===== config.mk =====
export PLATFORM = sky130hd
export DESIGN_NAME = reg8_scan16
export DESIGN_NICKNAME = d
export VERILOG_FILES = /design/src/rtl/reg8_scan16.sv
export SDC_FILE = /design/constraint.sdc
export NUM_CORES = 1
export LEC_CHECK = 0
export BUFFER_PORTS_ARGS = -buffer_cell sky130_fd_sc_hd__buf_2
export CAP_MARGIN = 20
export CORE_UTILIZATION = 46
export DETAILED_ROUTE_END_ITERATION = 12
export PLACE_DENSITY = 0.75
export SLEW_MARGIN = 30
export SYNTH_ARGS = -nofsm -noshare
export SYNTH_HDL_FRONTEND = slang
export SYNTH_SLANG_ARGS = --single-unit

===== constraint.sdc =====
create_clock -name clk -period 4.3 [get_ports clk]
set_clock_uncertainty 0.2 [all_clocks]
set_input_delay 0.215 -clock clk [delete_from_list [all_inputs] [get_ports clk]]
set_output_delay 0.215 -clock clk [all_outputs]
set_load 0.03 [all_outputs]

===== src/rtl/reg8_scan16.sv =====
// Eight-entry register file feeding an 8-way selector, plus the registered select
// generator (direct host address or handshaked 0..7 scan).
module reg8_scan16 #(
  parameter int              WIDTH     = 16,
  parameter logic [WIDTH-1:0] RESET_VAL = 16'h0000
) (
  input  logic             clk,
  input  logic             reset,
  input  logic             load,
  input  logic [2:0]       addr,
  input  logic [WIDTH-1:0] in,
  output logic [WIDTH-1:0] q_a,
  output logic [WIDTH-1:0] q_b,
  output logic [WIDTH-1:0] q_c,
  output logic [WIDTH-1:0] q_d,
  output logic [WIDTH-1:0] q_e,
  output logic [WIDTH-1:0] q_f,
  output logic [WIDTH-1:0] q_g,
  output logic [WIDTH-1:0] q_h,
  input  logic             scan_start,
  input  logic             sel_ready,
  output logic [2:0]       sel,
  output logic             sel_valid,
  output logic             scan_busy,
  output logic             scan_done
);

  typedef enum logic [1:0] {
    IDLE = 2'd0,
    SCAN = 2'd1,
    DONE = 2'd2
  } state_t;

  state_t           state_r;
  logic [WIDTH-1:0] regs_r [8];

  // Register file: writes land in any FSM state, including mid-scan.
  always_ff @(posedge clk or posedge reset) begin
    if (reset) begin
      for (int i = 0; i < 8; i++) begin
        regs_r[i] <= RESET_VAL;
      end
    end else if (load) begin
      regs_r[addr] <= in;
    end
  end

  assign q_a = regs_r[0];
  assign q_b = regs_r[1];
  assign q_c = regs_r[2];
  assign q_d = regs_r[3];
  assign q_e = regs_r[4];
  assign q_f = regs_r[5];
  assign q_g = regs_r[6];
  assign q_h = regs_r[7];

  // Select generator FSM; all handshake outputs are registered here.
  always_ff @(posedge clk or posedge reset) begin
    if (reset) begin
      state_r   <= IDLE;
      sel       <= 3'd0;
      sel_valid <= 1'b0;
      scan_busy <= 1'b0;
      scan_done <= 1'b0;
    end else begin
      case (state_r)
        IDLE: begin
          scan_done <= 1'b0;
          if (scan_start) begin
            state_r   <= SCAN;
            sel       <= 3'd0;
            sel_valid <= 1'b1;
            scan_busy <= 1'b1;
          end else begin
            sel       <= addr;
            sel_valid <= 1'b0;
            scan_busy <= 1'b0;
          end
        end
        SCAN: begin
          if (sel_valid && sel_ready) begin
            if (sel == 3'd7) begin
              // Last index accepted: sel holds at 7 through DONE, never wraps.
              state_r   <= DONE;
              sel_valid <= 1'b0;
              scan_busy <= 1'b0;
              scan_done <= 1'b1;
            end else begin
              sel <= sel + 3'd1;
            end
          end else begin
            sel <= sel;
          end
        end
        DONE: begin
          state_r   <= IDLE;
          sel       <= addr;
          sel_valid <= 1'b0;
          scan_busy <= 1'b0;
          scan_done <= 1'b0;
        end
        default: begin
          state_r   <= IDLE;
          sel       <= 3'd0;
          sel_valid <= 1'b0;
          scan_busy <= 1'b0;
          scan_done <= 1'b0;
        end
      endcase
    end
  end

endmodule


==> metrics <==
gate count of the mapped netlist=313; P_leak=3.39 nW; Final period util=0.451; H-tree levels=4; Hold Path Origin=addr[1]; Hold Violations, Final=0; crit path max fanout=4; DRC errors left=0; Worst Setup EP=scan_busy; Crit Path Category=register to register; status=completed; syn_nets=339; Vias/cell=5.15; Ys Warns=0; I/O pin total=158; R2R Setup Slk=2.36 ns; post-route ant nets=0; multi-input combinational cell area=1780 µm²; register bit total from synthesis=135; Pwr per Cell Area=647 nW/µm²; Worst R2R Start=sel[0]; vias in the first global route=3,439; antenna violations before repair=0; die area=11,900 µm²; Seq/Total Area, Yosys=0.640; DRT Pass-1 Iters=6; endpoints failing setup=0; drt wl/cell=18.6 µm; Tmin final=1.94 ns; fin area=6980 µm²; core area=11,000 µm²; Buf/Inv on CP=1; ant diodes=0; clk sinks=135; Area growth syn-to-layout=32.2%; Initial Utilization=0.479; cts repair resizes=0; RSZ-0062 raised after global routing=false; CP cell instances=ha_1 -> ha_1 -> nand2_1 -> nand3_1 -> a21oi_1 -> dlygate4sd3_1; Worst R2R Path Depth=6; relative slew slack=0.353; Final Core Density=0.633; cell family with most CP delay=buffers and inverters; Clock Latency Late Sink=0.41 ns; GP Congestion=0.797; WP data arrival=2.09 ns; Post-Place Cell Area=6170 µm²; Die H=109 µm; first-pass GRT wire length=19,100 µm; Slew @ Worst Pin=0.969 ns; worst reg2reg endpoint=scan_busy; HP Class=input pin to register; Chip Width=109 µm; most used cell, CP=ha_1; Unique masters post-synth=25; setup total negative slack=0 ns; commonest non-fill, non-tap cell in the layout=buf_2; Power Total=4.52 mW; ratio of cells with drive above 1 in the final layout=0.639; DR vias=3,362; maximum clock rate=0.516 GHz; Total GRT Usage=0.221; CP Capture Type=register; synthesized area per cell=16.9 µm²; Slew Viols, Final=0; First DRT Iteration DRCs=129; CP max-delay cell=dlygate4sd3_1; max incr delay on CP=0.55 ns; Num CTS Buffers=17; register area=3380 µm²; grt ovf=0; nets@finish=527; clk root buf=clkbuf_16; CP required=4.45 ns; largest net degree at the start of global routing=60; Worst Setup SP=sel[0]; Reg clk slew, reported paths=0.05 ns; Core Rows=38; # Max-Cap Violations=0; fillers=845; peak supply drop=0.000364 V; Crit. path cell count=6; clk buf depth=2; Post-Syn Area=5280 µm²; commonest non-fill, non-tap cells in the layout=157 x buf_2, 135 x dfrtp_1, 118 x mux2_2; CTS tree=yes; Worst setup SP type=register; final WL=12,100 µm; hpwl dp=7890 µm; PortBufs=157
## synth_stat cells
cell type / n / area, µm²
a21oi_1: 3 / 15.0
a22o_1: 3 / 26.3
a32o_1: 3 / 30.0
buf_12: 1 / 20.0
buf_2: 4 / 20.0
buf_4: 5 / 37.5
buf_6: 3 / 33.8
dfrtp_1: 135 / 3380
ha_1: 2 / 25.0
inv_1: 4 / 15.0
mux2_2: 118 / 1330
mux2_4: 10 / 150
nand2_1: 5 / 18.8
nand2b_1: 2 / 12.5
nand2b_4: 1 / 13.8
nand3_1: 2 / 10.0
nand4_2: 1 / 12.5
nand4b_2: 3 / 45.0
nor2_1: 1 / 3.75
nor2b_1: 1 / 6.26
nor3_2: 1 / 10.0
nor3_4: 1 / 16.3
nor3b_4: 2 / 37.5
o21a_1: 1 / 7.51
o31ai_1: 1 / 7.51
## tightest hold or removal path, cell delays in order
cell and delay, ns:
buf_2 0.16, a32o_1 0.17, a22o_1 0.12
## final cells by class
class / instances / share of cell area
clock inverter: 7 / 0.0134
multi-input combinational: 161 / 0.255
timing repair buffer: 182 / 0.149
tap: 140 / 0.0251
clock buffer: 24 / 0.0704
inverter: 4 / 0.00251
sequential: 135 / 0.484
## power by group
part	switching (mW)	internal, mW	total, mW
registers	0.155	1.56	1.72
clock network	0.514	0.910	1.42
logic	0.894	0.484	1.38
## registers in the layout, indices dropped and copies added, names as in the netlist
name and count:
state_r 2, q_d 16, q_g 16, q_a 16
q_b 16, q_h 16, scan_busy 1, sel 3
q_e 16, q_f 16, q_c 16, scan_done 1
## cells by family (layout without fill, tap and decap cells)
logic type	after synthesis	in the layout	synth area share
compound gates	11	11	0.0163
fa+ha+maj	2	2	0.00474
buf+inv	17	217	0.0239
flops	135	135	0.640
mux	128	128	0.280
simple gates	20	20	0.0353
## metal layers
| layer | part of all wire | vias to the layer above | GRT usage |
|---|---|---|---|
| li1 | - | 1502 | - |
| met1 | 0.44 | 1726 | 0.281 |
| met2 | 0.47 | 115 | 0.348 |
| met3 | 0.071 | 19 | 0.0759 |
| met4 | 0.015 | 0 | 0.0811 |
| met5 | 0 | - | 0 |
## timing repair
action	4_1_cts	5_1_grt
hold buffers	20	0
setup buffers	0	0
hold endpoints to repair	189	0
## stage by stage
step	setup WS, ns	hold slack (ns)	instances
4_1_cts	2.36	0.0803	651
2_1_floorplan	0.274	0.163	313
6_report	2.36	0.0932	653
3_3_place_gp	2.09	0.188	599
3_5_place_dp	2.15	0.195	600
5_1_grt	2.23	0.121	653
## worst min-delay path by stage
stage | end | depth (start not counted) | slack, ns
6_report | sel[1] | 3 | 0.09
5_1_grt | sel[1] | 3 | 0.12
4_1_cts | sel[1] | 3 | 0.08
3_5_place_dp | q_d[0] | 2 | 0.20
3_3_place_gp | q_d[0] | 2 | 0.19
2_1_floorplan | q_b[0] | 1 | 0.16
Note: power is estimated with default switching activity, not from simulation.
